### config.mk
export PLATFORM = sky130hd
export DESIGN_NAME = shift_out_fifo
export DESIGN_NICKNAME = d
export VERILOG_FILES = /design/src/rtl/shift_pkg.sv /design/src/rtl/shift_out_ptr.sv /design/src/rtl/shift_out_fifo.sv
export SDC_FILE = /design/constraint.sdc
export NUM_CORES = 1
export LEC_CHECK = 0
export CAP_MARGIN = 5
export CORE_AREA = 5 5 85 87
export CTS_BUF_LIST = sky130_fd_sc_hd__clkbuf_8
export CTS_CLUSTER_SIZE = 14
export DETAILED_ROUTE_END_ITERATION = 10
export DIE_AREA = 0 0 90 92
export HOLD_SLACK_MARGIN = 0.03
export SLEW_MARGIN = 15
export SYNTH_ARGS = -nofsm -noshare
export SYNTH_HDL_FRONTEND = slang
export SYNTH_SLANG_ARGS = --single-unit
### constraint.sdc
create_clock -name clk -period 4.85 [get_ports clk]
set_input_delay 0.7275 -clock clk [delete_from_list [all_inputs] [get_ports clk]]
set_output_delay 0.7275 -clock clk [all_outputs]
set_load 0.1 [all_outputs]
### src/rtl/shift_pkg.sv
// Shared constants for the shifter datapath and its output FIFO.
// Defaults here size the FIFO; the shifter op encoding lives alongside.
package shift_pkg;

    localparam int WIDTH_DEF = 8;
    localparam int DEPTH_DEF = 4;
    localparam int TAG_W     = 5;
    localparam int PTR_W     = $clog2(DEPTH_DEF);
    localparam int SHAMT_W   = 3;

    // Tag layout: {lr, al, shamt}
    localparam int TAG_LR = 4;
    localparam int TAG_AL = 3;

    typedef enum logic [1:0] {
        SH_SLL = 2'b00,
        SH_SRL = 2'b10,
        SH_SRA = 2'b11
    } shift_op_e;

    function automatic logic [TAG_W-1:0] mk_tag(
        input logic lr,
        input logic al,
        input logic [SHAMT_W-1:0] shamt
    );
        return {lr, al, shamt};
    endfunction

endpackage

### src/rtl/shift_out_ptr.sv
// Wrapping FIFO pointer: advances on en, returns to 0 after DEPTH-1.
module shift_out_ptr #(
    parameter int DEPTH = 4,
    parameter int AW    = $clog2(DEPTH)
) (
    input  logic          clk,
    input  logic          rst,
    input  logic          en,
    output logic [AW-1:0] ptr
);

    logic [AW-1:0] ptr_nxt;

    always_comb begin
        ptr_nxt = ptr;
        if (en) begin
            if (ptr == AW'(DEPTH - 1))
                ptr_nxt = '0;
            else
                ptr_nxt = ptr + AW'(1);
        end
    end

    always_ff @(posedge clk) begin
        if (rst)
            ptr <= '0;
        else
            ptr <= ptr_nxt;
    end

endmodule

### src/rtl/shift_out_fifo.sv
// Register FIFO buffering shifter results with their op tags.
// Head is read straight from storage, so a push shows up a cycle later.
module shift_out_fifo
    import shift_pkg::*;
#(
    parameter int WIDTH = WIDTH_DEF,
    parameter int DEPTH = DEPTH_DEF
) (
    input  logic                     clk,
    input  logic                     rst,
    input  logic                     in_valid,
    input  logic [WIDTH-1:0]         in_data,
    input  logic [TAG_W-1:0]         in_tag,
    output logic                     in_ready,
    output logic                     out_valid,
    output logic [WIDTH-1:0]         out_data,
    output logic [TAG_W-1:0]         out_tag,
    output logic                     out_zero,
    input  logic                     out_ready,
    output logic [$clog2(DEPTH):0]   count,
    output logic                     dropped,
    input  logic                     clr_drop
);

    localparam int AW = $clog2(DEPTH);
    localparam int CW = AW + 1;

    logic [WIDTH-1:0] data_q [DEPTH];
    logic [TAG_W-1:0] tag_q  [DEPTH];
    logic [AW-1:0]    wptr;
    logic [AW-1:0]    rptr;
    logic             push;
    logic             pop;
    logic [CW-1:0]    count_nxt;

    assign in_ready  = (count != CW'(DEPTH));
    assign out_valid = (count != '0);
    assign push      = in_valid && in_ready;
    assign pop       = out_valid && out_ready;

    assign out_data = data_q[rptr];
    assign out_tag  = tag_q[rptr];
    assign out_zero = (data_q[rptr] == '0);

    shift_out_ptr #(.DEPTH(DEPTH), .AW(AW)) u_wptr (
        .clk (clk),
        .rst (rst),
        .en  (push),
        .ptr (wptr)
    );

    shift_out_ptr #(.DEPTH(DEPTH), .AW(AW)) u_rptr (
        .clk (clk),
        .rst (rst),
        .en  (pop),
        .ptr (rptr)
    );

    always_comb begin
        count_nxt = count;
        unique case ({push, pop})
            2'b10:   count_nxt = count + CW'(1);
            2'b01:   count_nxt = count - CW'(1);
            default: count_nxt = count;
        endcase
    end

    always_ff @(posedge clk) begin
        if (rst)
            count <= '0;
        else
            count <= count_nxt;
    end

    // A rejected push outranks a same-cycle clear.
    always_ff @(posedge clk) begin
        if (rst)
            dropped <= 1'b0;
        else if (in_valid && !in_ready)
            dropped <= 1'b1;
        else if (clr_drop)
            dropped <= 1'b0;
    end

    always_ff @(posedge clk) begin
        if (!rst && push) begin
            data_q[wptr] <= in_data;
            tag_q[wptr]  <= in_tag;
        end
    end

endmodule

==> out/results.ini <==
[clock_network]
clk_pin_slew_ns=0.06
cts-hold-fix-buffers=0
clk_latency_ns=0.33
cts_made_buffers=9
ctsResizeCount=0
cts_setup_buffers=0
cts_sinks=62
cts_tree=yes
clockBufferDepth=2
clockRootBuffer=clkbuf_8
h-tree-depth=3

[critical_path]
cp.arrival_ns=2.86
path_buf_inv=1
cp_slowest_cell=clkdlybuf4s50_1
cpPeakStageDelay_ns=1.00
crit_required_ns=4.12
critPathKind=flop to output pin
end_kind=output pin
cp-start-kind=flop
r2r-start=count[2]
crit_family=buffers and inverters
path_cells=mux4_1, clkdlybuf4s50_1
critPathMaxFanout=13

[synth]
synth_cell_types=22
syn_inst=127
async_flop_share_pct=0
synth_most_common_cell=edfxtp_1
yosys_warnings=0
synth_ff_type=edfxtp_1
seq_area_frac_synth_pct=72.3
avgSynthCellArea_um2=19.2
syn_nets=152
synth-seq-cells=62
synth_area_leaders=edfxtp_1 (64%), mux4_1 (11%), dfxtp_1 (8.2%), ha_1 (3.1%), mux4_2 (2.8%)
synth_area_um2=2440
synth_common_cells=edfxtp_1 (52), dfxtp_1 (10), mux4_1 (10), inv_1 (8)
synth_edf_count=52
synth_top_area_share_pct=64.1
synth_top_area_cell=edfxtp_1

[sta]
finalHoldViolations=0
slew_headroom_pct=33.5
fin_ws_ns=1.27
fin_hold_ws_ns=0.512
tightest_slew_ns=0.994
drv_slew=0
fmax_mhz=279
fin_crit_sh_pct=73.9
final.setup.tns_ns=0
fin_crit_ns=3.58
skew_ns=0.00617
setup_viol=0
grt_setup_unrepaired=no

[cells_and_area]
multiInputGateArea_um2=658
area_growth_pct=26.7
final_area_um2=3090
seqCellArea_um2=1760
antenna_cells=0
fill_cells=518
final_nets=199
drive_above_1_share_pct=12.8
stdcell_count=256

[placement]
hpwl_um=3000
post-place-ws_ns=1.59
dp.cells=240
place_area_um2=2930
port_buffers=37
gp_congestion=0.697

[power_and_ir_drop]
powerDensity_nw_per_um2=571
ir_worst_vdd_mv=0.439
leakage_nw=1.06

[route]
viasPerCell=4.92
vias=1259
drtIter0Drc=79
wire_per_inst_um=17.3
drc=0
wirelength_um=4440
dr.pass1.iters=4
final_antenna_net_count=0

[floorplanning]
row_count=29
die_y_um=92
start_util_pct=38.8
core-area_um2=6280
dieArea_um2=8280
die_w_um=90
ios=38

[global_routing]
grt_max_degree=14
grt-ovfl-total=0
grt_pass1_wl_um=7050
grt_pass1_vias=1352
track_usage_pct=11.4
antenna_found_initial=0

[min_path]
min_from=u_rptr.ptr[0]
hp-class=flop to flop

[job]
maxCapViolCount=0

[outcome]
status=finished clean

==> path summary, 6_finish.rpt <==
kind | to | slack, ns | cells past startpoint
worst max register to register | count[2] | 2.14 | 9
worst max-delay path | out_data[3] | 1.27 | 2
worst min register to register | flop | 0.51 | 2
worst min-delay path | flop | 0.51 | 2
==> where the power goes <==
| part | internal [mW] | switching, mW | leakage (nW) |
|---|---|---|---|
| combinational | 0.203 | 0.529 | 0.413 |
| clock | 0.177 | 0.181 | 0.0888 |
| sequential | 0.621 | 0.0528 | 0.554 |
==> cells by family (layout without fill, tap and decap cells) <==
logic type / after synthesis / after routing / synth area share [%]
flops: 62 / 62 / 72.3
simple gates: 21 / 21 / 4.93
mux: 14 / 14 / 14.0
buf+inv: 11 / 63 / 2.00
compound gates: 10 / 10 / 2.16
fa+ha+maj: 7 / 7 / 3.90
xor+xnor: 2 / 2 / 0.719
==> state kept, by name (all words and copies together), names as in the netlist, named ones only <==
register,count
data_q,32
u_rptr.ptr,2
count,3
dropped,1
u_wptr.ptr,2
tag_q,20
==> per-stage QoR <==
| stage | utilization [%] | power [mW] |
|---|---|---|
| after global placement | 46.5 | 1.40 |
| final | 49.2 | 1.76 |
| after CTS | 49.2 | 1.78 |
| after detailed placement | 46.7 | 1.42 |
| after global routing | 49.2 | 1.84 |
| after floorplan | - | 1.25 |
==> area by class of cell <==
class / instances / area share (%)
clock buffer: 9 / 4.01
clock inverter: 7 / 1.09
inverter: 8 / 0.973
multi-input combinational: 54 / 21.3
sequential: 62 / 57.1
tap: 77 / 3.12
timing repair buffer: 39 / 12.4
==> cell usage in the layout, fill, tap and decap left out, drive strengths merged, types with 4 or more instances in the layout <==
master,instances
nor3b,5
a21oi,6
inv,10
clkinv,4
edfxtp,52
clkdlybuf4s50,36
nor2,6
ha,6
clkbuf,9
mux4,13
dfxtp,10
==> metal layers <==
| metal | part of all wire, % | routed length, um | vias to the layer above | track usage (%) |
|---|---|---|---|---|
| met4 | 1.8 | 79 | 0 | 4.84 |
| met3 | 6.2 | 274 | 8 | 5.40 |
| met2 | 48 | 2150 | 36 | 18.0 |
| met1 | 44 | 1940 | 615 | 13.5 |
| met5 | 0 | 0 | - | 0 |
| li1 | - | - | 600 | - |
==> tightest hold or removal path, delay by kind of cell (launching register included) <==
| family | cells | cell delay (ns) |
|---|---|---|
| AO/OA/AOI/OAI | 1 | 0.07 |
| flip-flops | 1 | 0.32 |
| AND/OR/NAND/NOR | 1 | 0.06 |
No activity file was read; power rests on OpenSTA's default activity.
==> RTL change: new RTL, same flow settings <==
Put one more register stage on the output `count`. The value now appears one clock later. The other outputs are not delayed to match.
--- a/src/rtl/shift_out_fifo.sv
+++ b/src/rtl/shift_out_fifo.sv
@@ -27,2 +27,4 @@
 
+    logic [$clog2(DEPTH):0] count_s0;
+
     logic [WIDTH-1:0] data_q [DEPTH];
@@ -35,4 +37,4 @@
 
-    assign in_ready  = (count != CW'(DEPTH));
-    assign out_valid = (count != '0);
+    assign in_ready  = (count_s0 != CW'(DEPTH));
+    assign out_valid = (count_s0 != '0);
     assign push      = in_valid && in_ready;
@@ -59,7 +61,7 @@
     always_comb begin
-        count_nxt = count;
+        count_nxt = count_s0;
         unique case ({push, pop})
-            2'b10:   count_nxt = count + CW'(1);
-            2'b01:   count_nxt = count - CW'(1);
-            default: count_nxt = count;
+            2'b10:   count_nxt = count_s0 + CW'(1);
+            2'b01:   count_nxt = count_s0 - CW'(1);
+            default: count_nxt = count_s0;
         endcase
@@ -69,5 +71,5 @@
         if (rst)
-            count <= '0;
+            count_s0 <= '0;
         else
-            count <= count_nxt;
+            count_s0 <= count_nxt;
     end
@@ -91,2 +93,6 @@
 
+    always_ff @(posedge clk) begin
+        count <= count_s0;
+    end
+
 endmodule
Function: changed (a bounded check fails within 4 cycles, from zero or initial values and one cycle with rst high).
==> RTL change against the unedited design <==
Total power is 4.4% higher. Setup slack worse by 29 ps. Wire length hardly changed. Synthesized cell count is 2.4% higher. Critical path type unchanged. Clock skew is 1.9 ps lower. Count of clock-buffer cells in the layout stayed put. Via count is 3.6% higher. Cell area is 2.6% higher. Sequential cell count is 3 higher. Synthesized area is 2.5% higher. Non-clock buffer count is 2 higher.
==> RTL change: results <==
export IMPL_outcome="completed"
export IMPL_placed_area_um2=2990
export IMPL_detailroute_via_count=1304
export IMPL_cellInternalPower_mw=1.08
export IMPL_power_sequential_mw=0.709
export IMPL_p_leak_nw=1.10
export IMPL_routed_wire_length_per_instance_um=17.1
export IMPL_reg_largest_list="data_q (32), tag_q (20)"
export IMPL_crit_path_top_delay_cell="sky130_fd_sc_hd__clkdlybuf4s50_1"
export IMPL_peakVddDrop_v=0.000607
export IMPL_reg2reg_to="count_s0[2]"
export IMPL_drive_gt1_share_pct=13.7
export IMPL_detailedRoute_firstIterationViolations=80
export IMPL_postSynthAreaPerCell_um2=19.2
export IMPL_power_density_nw_per_um2=581
export IMPL_num_nets_final=204
export IMPL_gr_usage_met2_pct=18.5
export IMPL_fin_skew_ps=4.26
export IMPL_count_of_placed_standard_cells_including_taps=245
export IMPL_grt_pass1_wl_mm=7.12
export IMPL_timing_critical_path_fanout_max=13
export IMPL_crit_arrival_ps=2890
export IMPL_clock_power_share_pct=22.1
export IMPL_route_detailed_drc=0
export IMPL_synth_seq_area_share_pct=73.0
export IMPL_synthesis_nets=155
export IMPL_final_min_period_over_clock_period_pct=74.5
export IMPL_synth_top_cells_by_count="sky130_fd_sc_hd__edfxtp_1, sky130_fd_sc_hd__dfxtp_1, sky130_fd_sc_hd__mux4_1, sky130_fd_sc_hd__inv_1"
export IMPL_synth_top_cells_by_area="sky130_fd_sc_hd__edfxtp_1, sky130_fd_sc_hd__mux4_1, sky130_fd_sc_hd__dfxtp_1"
export IMPL_use_met3_pct=4.66
export IMPL_met3_wirelength_um=330
export IMPL_holdPathStages=0
export IMPL_number_of_global_route_vias_before_repair=1404
export IMPL_dp_final_hpwl_mm=3.01
export IMPL_grt_met1_usage_pct=13.4
export IMPL_wl_met1_mm=1.87
export IMPL_gp_routability_congestion=0.810
export IMPL_rr_startpoint="count_s0[2]"
export IMPL_total_global_route_track_usage_pct=11.7
export IMPL_final_hold_worst_slack_ps=411
export IMPL_reg2reg_slack_ps=2170
export IMPL_met2WireLength_mm=2.14
export IMPL_worst_slew_pin_transition_ps=978
export IMPL_hold_path_startpoint="count_s0[2]"
export IMPL_pre_cts_slack_ps=1530
## RTL change: cell types whose count changed in the layout (fill, tap and decap cells not counted), sizes merged
cell and delta:
bufinv +1, clkinvlp -1, dfxtp +3, buf +2, clkinv -1
## RTL change: logic make-up after synthesis
logic type      count (synthesis)  share of synthesized area [%]
buf+inv                        11                           1.95
compound gates                 10                           2.11
mux                            14                           13.6
fa+ha+maj                       7                           3.81
simple gates                   21                           4.81
xor+xnor                        2                          0.702
flops                          65                           73.0
## RTL change: final cells by class
cell class              count  area [um^2]
fillers                   522         3110
inverters                   8         30.0
repair buffers             41          398
clock buffers               9          124
clock inverters             6         52.6
flip-flops and latches     65         1820
multi-input cells          54          646
well taps                  77         96.3
## RTL change: worst max path at each step
stage | endpoint | depth (start not counted)
floorplan | out_zero | 4
global placement | out_data[1] | 2
detailed placement | out_data[1] | 2
CTS | out_data[1] | 2
global route | out_data[1] | 2
finish | out_data[1] | 2
